===== src/rtl/div_iter_pkg.sv =====
`default_nettype none
// ============================================================================
//  Module   : div_iter_pkg
//  Purpose  : Shared definitions for the iterative divider in the execute
//             stage: divider state encoding, step count and the 32-bit
//             magnitude / negate helpers used by DIV and DIVU.
//  Contents : div_state_t, DIV_STEPS, abs32(), neg32()
//  Revision : 1.0  initial release
// ============================================================================
package div_iter_pkg;

    // Divider control states, two-bit encoding.
    typedef enum logic [1:0] {
        ST_IDLE = 2'd0,
        ST_BUSY = 2'd1,
        ST_ZERO = 2'd2,
        ST_DONE = 2'd3
    } div_state_t;

    // One restoring step per quotient bit.
    localparam int DIV_STEPS = 32;

    // Two's-complement negate in 32-bit unsigned arithmetic.
    function automatic logic [31:0] neg32(input logic [31:0] x);
        return (~x) + 32'd1;
    endfunction

    // Magnitude of x when treated as signed; the most negative value maps
    // to itself (0x80000000), which is its correct unsigned magnitude.
    function automatic logic [31:0] abs32(input logic [31:0] x, input logic is_signed);
        return (is_signed && x[31]) ? neg32(x) : x;
    endfunction

endpackage : div_iter_pkg
`default_nettype wire


===== src/rtl/div_iter.sv =====
`default_nettype none
// ============================================================================
//  Module   : div_iter
//  Purpose  : Iterative radix-2 restoring divider for DIV / DIVU in the
//             execute stage. Requests a pipeline stall while iterating and
//             delivers remainder (hi) and quotient (lo) to the HI/LO path.
//  Ports    : clk, rst        clock, synchronous active-high reset
//             start_i         divide instruction present (sampled in IDLE)
//             signed_i        1 = DIV, 0 = DIVU
//             a_i, b_i        dividend (rs), divisor (rt)
//             annul_i         execute flush, aborts any operation
//             stall_o         combinational stall request
//             ready_o         registered one-cycle result-valid pulse
//             hi_o, lo_o      registered remainder / quotient
//  Revision : 1.0  initial release
// ============================================================================
module div_iter
    import div_iter_pkg::*;
#(
    parameter int WIDTH = 32
) (
    input  logic             clk,
    input  logic             rst,
    input  logic             start_i,
    input  logic             signed_i,
    input  logic [WIDTH-1:0] a_i,
    input  logic [WIDTH-1:0] b_i,
    input  logic             annul_i,
    output logic             stall_o,
    output logic             ready_o,
    output logic [WIDTH-1:0] hi_o,
    output logic [WIDTH-1:0] lo_o
);

    localparam logic [4:0] c_last_step = 5'(DIV_STEPS - 1);

    div_state_t  r_state;
    div_state_t  w_next;

    logic [31:0] r_rem;       // partial remainder
    logic [31:0] r_quo;       // dividend shifting out / quotient shifting in
    logic [31:0] r_div;       // divisor magnitude
    logic [4:0]  r_count;
    logic        r_quo_neg;
    logic        r_rem_neg;
    logic        r_ready;
    logic [31:0] r_hi;
    logic [31:0] r_lo;

    logic        w_accept;
    logic        w_b_zero;
    logic        w_last;
    logic [32:0] w_shift;
    logic [32:0] w_diff;
    logic [31:0] w_rem_next;
    logic [31:0] w_quo_next;

    assign w_accept = start_i & ~annul_i;
    assign w_b_zero = (b_i == '0);
    assign w_last   = (r_count == c_last_step);

    // Restoring step. The shifted remainder is below 2*|b|, so a 33-bit
    // subtract suffices: bit 32 of the difference is set exactly when the
    // shifted remainder is smaller than the divisor.
    assign w_shift    = {r_rem, r_quo[31]};
    assign w_diff     = w_shift - {1'b0, r_div};
    assign w_rem_next = w_diff[32] ? w_shift[31:0] : w_diff[31:0];
    assign w_quo_next = {r_quo[30:0], ~w_diff[32]};

    // ------------------------------------------------------------------
    // State register
    // ------------------------------------------------------------------
    always_ff @(posedge clk) begin
        if (rst) begin
            r_state <= ST_IDLE;
        end else begin
            r_state <= w_next;
        end
    end

    // ------------------------------------------------------------------
    // Next-state logic
    // ------------------------------------------------------------------
    always_comb begin
        w_next = r_state;
        case (r_state)
            ST_IDLE: begin
                if (w_accept) begin
                    w_next = w_b_zero ? ST_ZERO : ST_BUSY;
                end
            end
            ST_BUSY: begin
                if (annul_i) begin
                    w_next = ST_IDLE;
                end else if (w_last) begin
                    w_next = ST_DONE;
                end
            end
            ST_ZERO: w_next = ST_IDLE;
            ST_DONE: w_next = ST_IDLE;
            default: w_next = ST_IDLE;
        endcase
    end

    // ------------------------------------------------------------------
    // Output logic: stall is dropped in DONE/ZERO so the divide advances
    // in the same cycle that ready_o is seen.
    // ------------------------------------------------------------------
    always_comb begin
        stall_o = 1'b0;
        case (r_state)
            ST_IDLE: stall_o = w_accept;
            ST_BUSY: stall_o = 1'b1;
            default: stall_o = 1'b0;
        endcase
    end

    // ------------------------------------------------------------------
    // Datapath and registered results
    // ------------------------------------------------------------------
    always_ff @(posedge clk) begin
        if (rst) begin
            r_rem     <= '0;
            r_quo     <= '0;
            r_div     <= '0;
            r_count   <= '0;
            r_quo_neg <= 1'b0;
            r_rem_neg <= 1'b0;
            r_ready   <= 1'b0;
            r_hi      <= '0;
            r_lo      <= '0;
        end else begin
            r_ready <= 1'b0;
            case (r_state)
                ST_IDLE: begin
                    if (w_accept) begin
                        if (w_b_zero) begin
                            // Divide by zero: all-ones quotient, dividend as remainder.
                            r_lo    <= 32'hFFFF_FFFF;
                            r_hi    <= a_i;
                            r_ready <= 1'b1;
                        end else begin
                            r_quo     <= abs32(a_i, signed_i);
                            r_div     <= abs32(b_i, signed_i);
                            r_rem     <= '0;
                            r_count   <= '0;
                            r_quo_neg <= signed_i & (a_i[31] ^ b_i[31]);
                            r_rem_neg <= signed_i & a_i[31];
                        end
                    end
                end
                ST_BUSY: begin
                    if (!annul_i) begin
                        r_rem   <= w_rem_next;
                        r_quo   <= w_quo_next;
                        r_count <= r_count + 5'd1;
                        if (w_last) begin
                            r_lo    <= r_quo_neg ? neg32(w_quo_next) : w_quo_next;
                            r_hi    <= r_rem_neg ? neg32(w_rem_next) : w_rem_next;
                            r_ready <= 1'b1;
                        end
                    end
                end
                default: begin
                end
            endcase
        end
    end

    assign ready_o = r_ready;
    assign hi_o    = r_hi;
    assign lo_o    = r_lo;

endmodule : div_iter
`default_nettype wire


===== config.mk =====
export PLATFORM = sky130hd
export DESIGN_NAME = div_iter
export DESIGN_NICKNAME = d
export VERILOG_FILES = /design/src/rtl/div_iter_pkg.sv /design/src/rtl/div_iter.sv
export SDC_FILE = /design/constraint.sdc
export NUM_CORES = 1
export LEC_CHECK = 0
export BUFFER_PORTS_ARGS = -buffer_cell sky130_fd_sc_hd__buf_4
export CAP_MARGIN = 20
export CORE_MARGIN = 3
export CORE_UTILIZATION = 55
export CTS_CLUSTER_SIZE = 40
export DETAILED_ROUTE_END_ITERATION = 8
export GPL_ROUTABILITY_DRIVEN = 0
export GPL_TIMING_DRIVEN = 1
export PLACE_DENSITY_LB_ADDON = 0.1
export SYNTH_ARGS = -nofsm -noshare
export SYNTH_HDL_FRONTEND = slang
export SYNTH_SLANG_ARGS = --single-unit

===== constraint.sdc =====
create_clock -name clk -period 6.2 [get_ports clk]
set_input_delay 1.55 -clock clk [delete_from_list [all_inputs] [get_ports clk]]
set_output_delay 1.55 -clock clk [all_outputs]
set_load 0.005 [all_outputs]

==> impl_metrics.yaml <==
run_status:
  status: "complete, no violations"
power:
  p_leak_nw: 5.35
  p_int_mw: 1.91
  ir_worst_vdd_uv: 157
  swShare_pct: 31.8
  totalPowerFinal_mw: 2.80
  p_switching_mw: 0.889
  p_per_area_nw_per_um2: 207
  power_frac_seq_pct: 41.1
  clkPwrFrac_pct: 38.4
  combPwrFrac_pct: 20.5
timing:
  maxSlewHeadroom_pct: 27.9
  finalWorstSetupSlack_ns: 1.23
  finalCriticalPeriod_ns: 4.97
  holdWs_ns: 0.454
  timing.final.crit_share_pct: 80.1
  finalMaxSlewViolations: 0
  finalSetupViolCount: 0
  final-hold-violation-count: 0
  tightest_slew_ns: 1.08
  setup_tns_ns: 0
  rsz0062_at_grt: "false"
  max_freq_ghz: 0.201
  fin_skew_ns: 0.00929
floorplan:
  die_area_um2: 23300
  io_pins: 135
  die_w_um: 153
  initial_utilization_pct: 57.1
  die_height_um: 153
  rows: 52
  fp.coreArea_um2: 20700
global_route:
  use_met1_pct: 37.6
  grt_util_met2_pct: 44.4
  grt_antenna_before_repair: 0
  grt.met3_usage_pct: 4.35
  grt_pass1_wl_um: 53800
  grt_overflow_total: 0
  grt_pass1_vias: 10600
  grt-busiest-layer: "met2"
  grt_use_total_pct: 27.3
  grt_max_degree: 91
yosys:
  seq_area_frac_synth_pct: 28.8
  ys_ff_latch: 170
  synth_top_area_share_pct: 28.8
  syn-num-nets: 1680
  synthCells: 1572
  yosysWarnings: 0
  syn_area_um2: 11800
  synthTopCellsByArea: "dfxtp_1, a21oi_1, nor2_1, xor2_1, nand2_1"
  synthFlopType: "dfxtp_1"
  synth-edff-count: 0
  yosysTopAreaCell: "dfxtp_1"
  ys_types: 83
  async_flop_share_pct: 0
  synth_area_per_cell_um2: 7.51
finish:
  diodes: 0
  n_fill_cell: 1866
  finish.instance_area_um2: 13500
  syn_to_final_growth_pct: 14.3
  drive_gt1_share_pct: 14.1
  fin_nets: 1746
place:
  port_buffers: 134
  place_ws_ns: 0.863
  hpwl_um: 24200
  placed_cell_area_um2: 12900
drt:
  routed_wl_um: 33200
  drt-initial-drc-count: 825
  via_count: 11700
  first_pass_iters: 5
  wl_per_cell_um: 17.3
  routed_via_density: 6.07
  ant_nets: 0
  drc: 0
critical_path:
  cp.arrival_ns: 5.29
  crit_family: "simple AND/OR/NAND/NOR gates"
  slowest_delay_ns: 0.62
  cp-start-kind: "input pin"
  rr_startpoint: "r_quo[31]$_SDFFE_PP0P_"
  path_cells: "buf_4 -> nor4_1 -> nand2_1 -> nor2_1 -> nand3_1 -> nor3_1 -> nand2_1 -> or3b_2 -> a211o_1 -> nor2_1 -> buf_4 -> a21oi_1"
  critical_path_required_ns: 6.52
  cp-startpoint: "b_i[4]"
  slowest_stage: "a211o_1"
  path_max_fanout: 25
  path_class: "in -> reg"
  critPathCaptureType: "flip-flop"
  cp.buffers_inverters: 2
worst_hold_path:
  min-delay-start: "r_div[22]$_SDFFE_PP0P_"
  hp-class: "reg -> reg"
clock_tree:
  h-tree-depth: 4
  cts_root_buf: "clkbuf_16"
  cts_made_buffers: 17
  clkSlewWorstSetupHoldPaths_ns: 0.07
  cts.repair.resized: 0
  clk_latency_ns: 0.43
  cts_num_sinks: 170
  postCtsHoldBufs: 0
  cts_tree: "built"
  postCtsSetupRepairBufs: 0
  clockBufferDepth: 2
flow_run:
  cap_violations: 0
-- placed cells by master, fill, tap and decap left out, types with 6 or more instances in the layout --
cell type,n
a211oi_1,44
a21o_1,13
a21oi_1,154
a22oi_1,21
a311oi_1,19
a31oi_1,18
and2_1,11
and3_1,9
buf_4,149
clkbuf_16,17
dfxtp_1,170
ha_1,38
inv_1,51
mux2_2,8
mux2i_1,17
nand2_1,171
nand2b_1,8
nand3_1,22
nand4_1,10
nor2_1,179
nor3_1,32
nor4_1,16
o211ai_1,31
o21ai_0,105
o21ai_1,6
o22ai_1,11
o31ai_1,27
o41ai_1,14
or2_2,10
or3_1,17
or4_1,8
xnor2_1,62
xor2_1,76
-- sequential cells by signal, summed over array words and instances (netlist names), 2 cells and up --
register and count:
hi_o 32, r_div 32, r_state 2, r_rem 32, r_count 5, r_quo 32, lo_o 32
-- cell usage after synthesis (4+ instances only) --
cell	instances
a211oi_1	44
a211oi_2	4
a21boi_0	4
a21o_1	13
a21oi_1	154
a221oi_1	4
a22oi_1	21
a311oi_1	19
a31oi_1	18
and2_1	11
and3_1	9
buf_1	8
buf_2	16
clkbuf_1	78
dfxtp_1	170
ha_1	38
inv_1	51
mux2_2	8
mux2i_1	17
nand2_1	171
nand2b_1	9
nand3_1	22
nand4_1	10
nor2_1	180
nor2b_1	6
nor3_1	33
nor4_1	17
o211ai_1	31
o21ai_0	105
o21ai_1	6
o21bai_1	5
o22ai_1	11
o31ai_1	27
o41ai_1	14
or2_2	10
or3_1	18
or4_1	9
xnor2_1	62
xor2_1	76
-- tightest hold or removal path, delay by kind of cell (launching register included) --
| kind | cells | cell delay (ns) |
|---|---|---|
| AOI/OAI and AO/OA | 1 | 0.05 |
| and+or+nand+nor | 1 | 0.05 |
| DFF | 1 | 0.31 |
-- path summary, 6_finish.rpt --
path / endpoint / slack [ns] / cells past startpoint
worst max-delay path: lo_o[25]$_SDFFE_PP0P_ / 1.23 / 12
worst min-delay path: r_div[22]$_SDFFE_PP0P_ / 0.45 / 2
worst max register to register: hi_o[26]$_SDFFE_PP0P_ / 1.30 / 21
worst min register to register: r_div[22]$_SDFFE_PP0P_ / 0.45 / 2
-- cells by family (layout without fill, tap and decap cells) --
family                   Yosys count  in the layout  synth area share, %
multiplexers                      25             25                 2.20
flip-flops                       170            170                 28.8
AND/OR/NAND/NOR                  524            524                 20.4
buffers and inverters            156            234                 5.26
AO/OA/AOI/OAI                    520            520                 28.9
XOR/XNOR                         138            138                 10.2
adder cells (fa/ha/maj)           39             39                 4.20
-- power groups by stage --
stage	logic, mW	clock network, mW	registers, mW
finish	0.574	1.07	1.15
global route	0.634	1.13	1.15
CTS	0.564	1.08	1.15
detailed placement	0.560	0	1.18
global placement	0.552	0	1.17
floorplan	0.414	0	1.16
-- per-stage QoR --
stage / instances / util, %
2_1_floorplan: 1572 / -
3_3_place_gp: 1888 / 62.3
3_5_place_dp: 1888 / 62.3
4_1_cts: 1919 / 65.1
5_1_grt: 1920 / 65.2
6_report: 1920 / 65.2
-- per-layer routing --
metal,vias to the layer above,wire length [um]
li1,5813,-
met1,5352,15300
met2,448,14900
met3,44,2280
met4,0,665
met5,-,0
-- area by class of cell --
cell class	count	area, um^2	share of cell area [%]
clock inverters	14	155	1.15
repair buffers	151	1170	8.64
multi-input cells	1246	7820	57.9
flip-flops and latches	170	3400	25.2
well taps	270	338	2.50
clock buffers	17	425	3.15
inverters	52	195	1.45
Note: power is estimated with default switching activity, not from simulation.
